## config.mk

```make
export PLATFORM = sky130hd
export DESIGN_NAME = mem_ctrl
export DESIGN_NICKNAME = d
export VERILOG_FILES = /design/src/rtl/mem_ctrl.sv
export SDC_FILE = /design/constraint.sdc
export NUM_CORES = 1
export LEC_CHECK = 0
export CORE_MARGIN = 5
export CORE_UTILIZATION = 46
export DETAILED_ROUTE_END_ITERATION = 6
export GPL_ROUTABILITY_DRIVEN = 0
export HOLD_SLACK_MARGIN = 0.15
export PLACE_DENSITY = 0.74
export RECOVER_POWER = 25
export SKIP_LAST_GASP = 1
export SYNTH_ARGS = -nofsm -noshare
export SYNTH_HDL_FRONTEND = slang
export SYNTH_SLANG_ARGS = --single-unit
```

## constraint.sdc

```tcl
create_clock -name clk -period 2.94 [get_ports clk]
set_input_delay 0.588 -clock clk [delete_from_list [all_inputs] [get_ports clk]]
set_output_delay 0.588 -clock clk [all_outputs]
set_load 0.01 [all_outputs]
```

## src/rtl/mem_ctrl.sv

```systemverilog
// mem_ctrl: memory-side responder for the instruction fetch port and the
// load/store buffer. Arbitrates between the two requesters (LSB first),
// serializes each 1/2/4-byte access onto the byte-wide RAM/IO bus and
// returns a one-cycle valid pulse with the assembled little-endian word.
//
// Ports:
//   clk, rst            clock, synchronous active-high reset
//   rdy                 global enable; low freezes every register
//   io_buffer_full      IO write buffer full; stalls stores to the IO region
//   if_addr_enable      fetch request (held until if_valid)
//   if_addr             word-aligned fetch address
//   if_valid, if_data   fetch completion pulse and instruction word
//   ls_enable, ls_wr    LSB request, 1 = store / 0 = load
//   ls_size             0 = byte, 1 = half, 2/3 = word
//   ls_addr, ls_wdata   byte address and store data
//   ls_valid, ls_rdata  LSB completion pulse and zero-extended load data
//   mem_din             byte returned by RAM/IO one cycle after its address
//   mem_dout, mem_a     write byte and byte address toward RAM/IO
//   mem_wr              1 = write cycle
//
// The read path assumes the RAM/IO side honours the same rdy freeze, so the
// byte on mem_din is still the one for the previous address after a stall.
module mem_ctrl #(
  parameter logic [1:0] IO_ADDR_HI = 2'b11
) (
  input  logic        clk,
  input  logic        rst,
  input  logic        rdy,
  input  logic        io_buffer_full,
  input  logic        if_addr_enable,
  input  logic [31:0] if_addr,
  output logic        if_valid,
  output logic [31:0] if_data,
  input  logic        ls_enable,
  input  logic        ls_wr,
  input  logic [1:0]  ls_size,
  input  logic [31:0] ls_addr,
  input  logic [31:0] ls_wdata,
  output logic        ls_valid,
  output logic [31:0] ls_rdata,
  input  logic [7:0]  mem_din,
  output logic [7:0]  mem_dout,
  output logic [31:0] mem_a,
  output logic        mem_wr
);

  typedef enum logic [1:0] {IDLE, READ, WRITE, DONE} state_t;

  state_t      state, state_nxt;
  logic [2:0]  cnt, cnt_nxt;
  logic [2:0]  len, len_nxt;
  logic [31:0] base, base_nxt;
  logic [31:0] wdata, wdata_nxt;
  logic        from_ls, from_ls_nxt;
  logic [31:0] rbuf, rbuf_nxt;
  logic        mem_wr_q, mem_wr_nxt;
  logic [31:0] mem_a_nxt;
  logic [7:0]  mem_dout_nxt;
  logic        if_valid_nxt, ls_valid_nxt;
  logic [31:0] if_data_nxt, ls_rdata_nxt;

  logic [2:0]  widx;
  logic [2:0]  cnt_inc;
  logic [4:0]  rshift;
  logic        io_stall;

  // A frozen cycle must never write, even though the write strobe register
  // still holds the pending byte that is replayed once rdy returns.
  assign mem_wr = mem_wr_q & rdy;

  // In READ, cnt is the number of READ cycles already spent: address cnt is
  // on the bus and the byte for address cnt-1 is arriving on mem_din.
  // In WRITE, cnt is the index of the byte currently presented (or pending
  // behind an IO stall); widx is the byte to present next cycle.
  always_comb begin
    state_nxt    = state;
    cnt_nxt      = cnt;
    len_nxt      = len;
    base_nxt     = base;
    wdata_nxt    = wdata;
    from_ls_nxt  = from_ls;
    rbuf_nxt     = rbuf;
    mem_wr_nxt   = 1'b0;
    mem_a_nxt    = mem_a;
    mem_dout_nxt = mem_dout;
    if_valid_nxt = 1'b0;
    ls_valid_nxt = 1'b0;
    if_data_nxt  = if_data;
    ls_rdata_nxt = ls_rdata;
    widx         = cnt + {2'b00, mem_wr_q};
    cnt_inc      = cnt + 3'd1;
    rshift       = {(cnt[1:0] - 2'd1), 3'b000};
    io_stall     = (base[17:16] == IO_ADDR_HI) && io_buffer_full;

    case (state)
      IDLE: begin
        cnt_nxt   = 3'd0;
        rbuf_nxt  = 32'd0;
        mem_a_nxt = 32'd0;
        if (ls_enable) begin
          base_nxt    = ls_addr;
          wdata_nxt   = ls_wdata;
          from_ls_nxt = 1'b1;
          len_nxt     = (ls_size == 2'd0) ? 3'd1 : (ls_size == 2'd1) ? 3'd2 : 3'd4;
          mem_a_nxt   = ls_addr;
          if (ls_wr) begin
            state_nxt    = WRITE;
            mem_dout_nxt = ls_wdata[7:0];
            mem_wr_nxt   = !((ls_addr[17:16] == IO_ADDR_HI) && io_buffer_full);
          end else begin
            state_nxt = READ;
          end
        end else if (if_addr_enable) begin
          base_nxt    = if_addr;
          from_ls_nxt = 1'b0;
          len_nxt     = 3'd4;
          mem_a_nxt   = if_addr;
          state_nxt   = READ;
        end
      end

      READ: begin
        if (cnt != 3'd0) begin
          rbuf_nxt = rbuf | ({24'd0, mem_din} << rshift);
        end
        if (cnt == len) begin
          state_nxt = DONE;
          if (from_ls) begin
            ls_valid_nxt = 1'b1;
            ls_rdata_nxt = rbuf_nxt;
          end else begin
            if_valid_nxt = 1'b1;
            if_data_nxt  = rbuf_nxt;
          end
        end else begin
          cnt_nxt = cnt_inc;
          if (cnt_inc < len) begin
            mem_a_nxt = base + {29'd0, cnt_inc};
          end
        end
      end

      WRITE: begin
        if (widx == len) begin
          state_nxt    = DONE;
          ls_valid_nxt = 1'b1;
        end else begin
          cnt_nxt = widx;
          if (!io_stall) begin
            mem_wr_nxt   = 1'b1;
            mem_a_nxt    = base + {29'd0, widx};
            mem_dout_nxt = wdata[{widx[1:0], 3'b000} +: 8];
          end
        end
      end

      DONE: begin
        // Requesters still show enable this cycle; ignoring them here is
        // what prevents the same request from being served twice.
        state_nxt = IDLE;
        mem_a_nxt = 32'd0;
      end

      default: state_nxt = IDLE;
    endcase
  end

  // Every register freezes while rdy is low; reset clears everything.
  always_ff @(posedge clk) begin
    if (rst) begin
      state    <= IDLE;
      cnt      <= 3'd0;
      len      <= 3'd0;
      base     <= 32'd0;
      wdata    <= 32'd0;
      from_ls  <= 1'b0;
      rbuf     <= 32'd0;
      mem_wr_q <= 1'b0;
      mem_a    <= 32'd0;
      mem_dout <= 8'd0;
      if_valid <= 1'b0;
      ls_valid <= 1'b0;
      if_data  <= 32'd0;
      ls_rdata <= 32'd0;
    end else if (rdy) begin
      state    <= state_nxt;
      cnt      <= cnt_nxt;
      len      <= len_nxt;
      base     <= base_nxt;
      wdata    <= wdata_nxt;
      from_ls  <= from_ls_nxt;
      rbuf     <= rbuf_nxt;
      mem_wr_q <= mem_wr_nxt;
      mem_a    <= mem_a_nxt;
      mem_dout <= mem_dout_nxt;
      if_valid <= if_valid_nxt;
      ls_valid <= ls_valid_nxt;
      if_data  <= if_data_nxt;
      ls_rdata <= ls_rdata_nxt;
    end
  end

endmodule

```

==> summary.txt <==
Critical path
  – Critical Path Sink Type: flip-flop
  – Worst Path Required: 3.37 ns
  – R2R depth: 12
  – R2R Path Start: state[0]
  – Critical path type: reg2reg
  – Startpoint Class: flip-flop
  – Crit-path max FO: 6
  – CP arrival: 3.28 ns
  – Worst r2r dst: mem_a[26]
  – Flop2flop setup slack: 0.09 ns

Detailed routing
  – Wire per inst: 17.1 µm
  – Post-Route WL: 27.4 mm
  – DR vias: 9053
  – Routed Antenna Nets: 0
  – Vias per inst: 5.65
  – DRC Markers: 0
  – Pre-antenna DRT Iters: 5
  – DRT iter0 DRCs: 536

Logic synthesis
  – Async SR Flop Fraction: 0%
  – Distinct cells, synth: 61
  – Synth top area cells: dfxtp_1 43%, a211oi_1 10%, nor2_1 7.1%
  – Register bit count reported by yosys: 212
  – Syn avg cell area: 8.63 µm²
  – Ys Warns: 0
  – Mapped Area: 0.00979 mm²
  – Syn_nets: 1263
  – Synth area leader: dfxtp_1
  – Most used DFF post-synth: dfxtp_1
  – Post-synth top area share: 43.4%
  – EDFF count, synth: 0
  – Post-Syn Instances: 1135
  – Sequential area share after synthesis: 43.4%

Cells and area
  – Layout Nets: 1436
  – Inserted Diodes: 0
  – Fill count: 1794
  – Commonest non-fill, non-tap cell in the layout: dfxtp_1
  – Layout cells sized above 1: 9.43%
  – Post-layout util: 62.1%
  – Register area: 0.00424 mm²
  – Area delta synth->final: 33.3%
  – Footprint of the multi-input gates: 0.00510 mm²
  – Highest-count cells in the layout ignoring fill and taps: 212 x dfxtp_1, 184 x clkdlybuf4s50_1, 182 x nor2_1, 135 x a211oi_1, 120 x a21oi_1

Power and ir drop
  – Internal Pwr Total: 0.00540 W
  – Peak VDD IR: 0.000365 V
  – Lkg Pwr: 4.67 nW
  – Clock power share: 39.4%
  – Seq pwr share: 43.5%
  – Net Sw Frac: 26.5%
  – PD cells: 563 mW/mm²
  – Psw: 0.00195 W
  – Gate power share: 17.1%

Die
  – Die Y: 156 µm
  – Initial Util: 46.6%
  – Core Footprint: 0.0210 mm²
  – Die area: 0.0243 mm²
  – Std cell rows: 53
  – Die Wd: 156 µm
  – I/O pin count: 220

GRT
  – Initial antenna violation count: 0
  – Aggregate global routing overflow: 0
  – Vias in the first global route: 8653
  – Largest net degree at the start of global routing: 84
  – First-pass GRT wire length: 44.1 mm
  – All-Layer GR Usage: 21.6%

Placement
  – Port bufs: 219
  – DP HPWL: 19.2 mm

Clock tree
  – Clk slew on worst S/H paths: 0.06 ns
  – Hold-fix buffers, CTS: 0
  – Clock Latency Late Sink: 0.51 ns
  – TritonCTS clock tree: yes
  – # clock sinks: 212
  – H-tree depth: 1
  – CTS max path bufs: 3
  – Root buf cell: clkbuf_16
  – Total CTS buffers: 24

STA
  – RSZ-0062 raised after global routing: true
  – # setup viols final: 0
  – Worst-margin pin slew: 1.31 ns
  – Final Hold Viols: 0
  – FMAX: 351 MHz
  – Crit share post-route: 97.0%
  – Slew Limit Fails: 0
  – Max Clock Skew: 0.00741 ns
  – Min Tclk post-route: 2.85 ns
  – Fin Setup TNS: 0 ns
  – Slew margin rel.: 12.7%

Hold path
  – Hold Crit Class: reg2reg
  – Worst Hold Depth: 2
  – Hold_sp: wdata[7]
  – Hold endpoint: wdata[7]

Job
  – Max-cap violations: 0

Status
  – Status: completed
==> critical path, cell delays in order (launching register included) <==
cell	delay [ns]
dfxtp_1	0.37
inv_1	0.08
ha_1	0.23
buf_4	0.17
nand2_1	0.07
o21ai_1	0.09
ha_2	0.21
fa_1	0.43
a21oi_1	0.38
nor3_2	0.14
a311oi_1	0.29
a311oi_1	0.07
a211oi_1	0.24
==> cell families (layout without fill, tap and decap cells) <==
group | Yosys count | count (layout) | share of synthesized area (%)
simple gates | 368 | 368 | 17.2
compound gates | 348 | 348 | 24.0
flops | 212 | 212 | 43.4
buf+inv | 123 | 314 | 5.37
mux | 53 | 53 | 6.45
xor+xnor | 16 | 16 | 1.58
fa+ha+maj | 15 | 15 | 1.99
==> power by group through the flow <==
| stage | combinational, W | clock, W | sequential, W |
|---|---|---|---|
| after floorplan | 0.000675 | 0 | 0.00326 |
| after CTS | 0.00127 | 0.00295 | 0.00320 |
| after global placement | 0.00125 | 0 | 0.00326 |
| after global routing | 0.00137 | 0.00307 | 0.00322 |
| after detailed placement | 0.00126 | 0 | 0.00326 |
| final | 0.00126 | 0.00290 | 0.00320 |
==> worst max-delay path by stage <==
stage / start / end / slack, ns / depth (start not counted)
after floorplan: state[0] / mem_a[17] / 0.04 / 13
after global placement: cnt[0] / mem_a[23] / 0.11 / 10
after detailed placement: state[0] / mem_a[22] / 0.0003 / 12
after CTS: cnt[0] / mem_a[17] / 0.03 / 10
after global routing: state[0] / mem_a[18] / -0.07 / 12
final: state[0] / mem_a[26] / 0.09 / 12
==> layer usage <==
| metal | vias up | part of all wire, % | wire (µm) | global-route usage, % |
|---|---|---|---|---|
| met1 | 4214 | 43 | 11800 | 29.0 |
| li1 | 4454 | - | - | - |
| met4 | 0 | 2.3 | 636 | 6.00 |
| met2 | 338 | 48 | 13100 | 35.8 |
| met3 | 47 | 6.8 | 1860 | 3.86 |
| met5 | - | 0 | 0 | 0 |
==> Yosys cell counts, types with 15 or more instances <==
cell type and instances:
mux2i_1 44, dfxtp_1 212, clkbuf_1 67, a21oi_1 120, nand3_1 15, nand2_1 86, o21ai_0 16, a211oi_1 135
inv_1 19, nor2_1 185, a22oi_1 32, buf_2 23
==> layout make-up <==
| class | instances | area share [%] |
|---|---|---|
| Tap cell | 275 | 2.64 |
| Inverter | 19 | 0.546 |
| Multi-Input combinational cell | 800 | 39.1 |
| Timing Repair Buffer | 251 | 19.2 |
| Clock buffer | 37 | 5.44 |
| Clock inverter | 7 | 0.566 |
| Sequential cell | 212 | 32.5 |
==> sequential cells by signal, indices dropped and copies added, names as in the netlist <==
signal	flops
mem_wr_q	1
ls_valid	1
state	2
base	32
if_valid	1
cnt	3
if_data	32
len	3
wdata	32
mem_a	32
from_ls	1
mem_dout	8
ls_rdata	32
rbuf	32
==> per-stage QoR <==
stage          cell area [µm²]  power [W]  hold WS, ns  setup WS, ns  std cells
2_1_floorplan             9800    0.00394        0.433        0.0363       1135
3_3_place_gp             12200    0.00450        0.440         0.113       1556
3_5_place_dp             12200    0.00452        0.447      0.000263       1556
4_1_cts                  13000    0.00742        0.455        0.0279       1600
5_1_grt                  13100    0.00766        0.471       -0.0693       1601
6_report                 13100    0.00735        0.454        0.0887       1601
==> timing repair <==
item                       4_1_cts  5_1_grt
setup buffers                    0        1
pin swaps                        0        1
gates resized for setup          2        7
setup endpoints to repair        4       19
No activity file was read; power rests on OpenSTA's default activity.
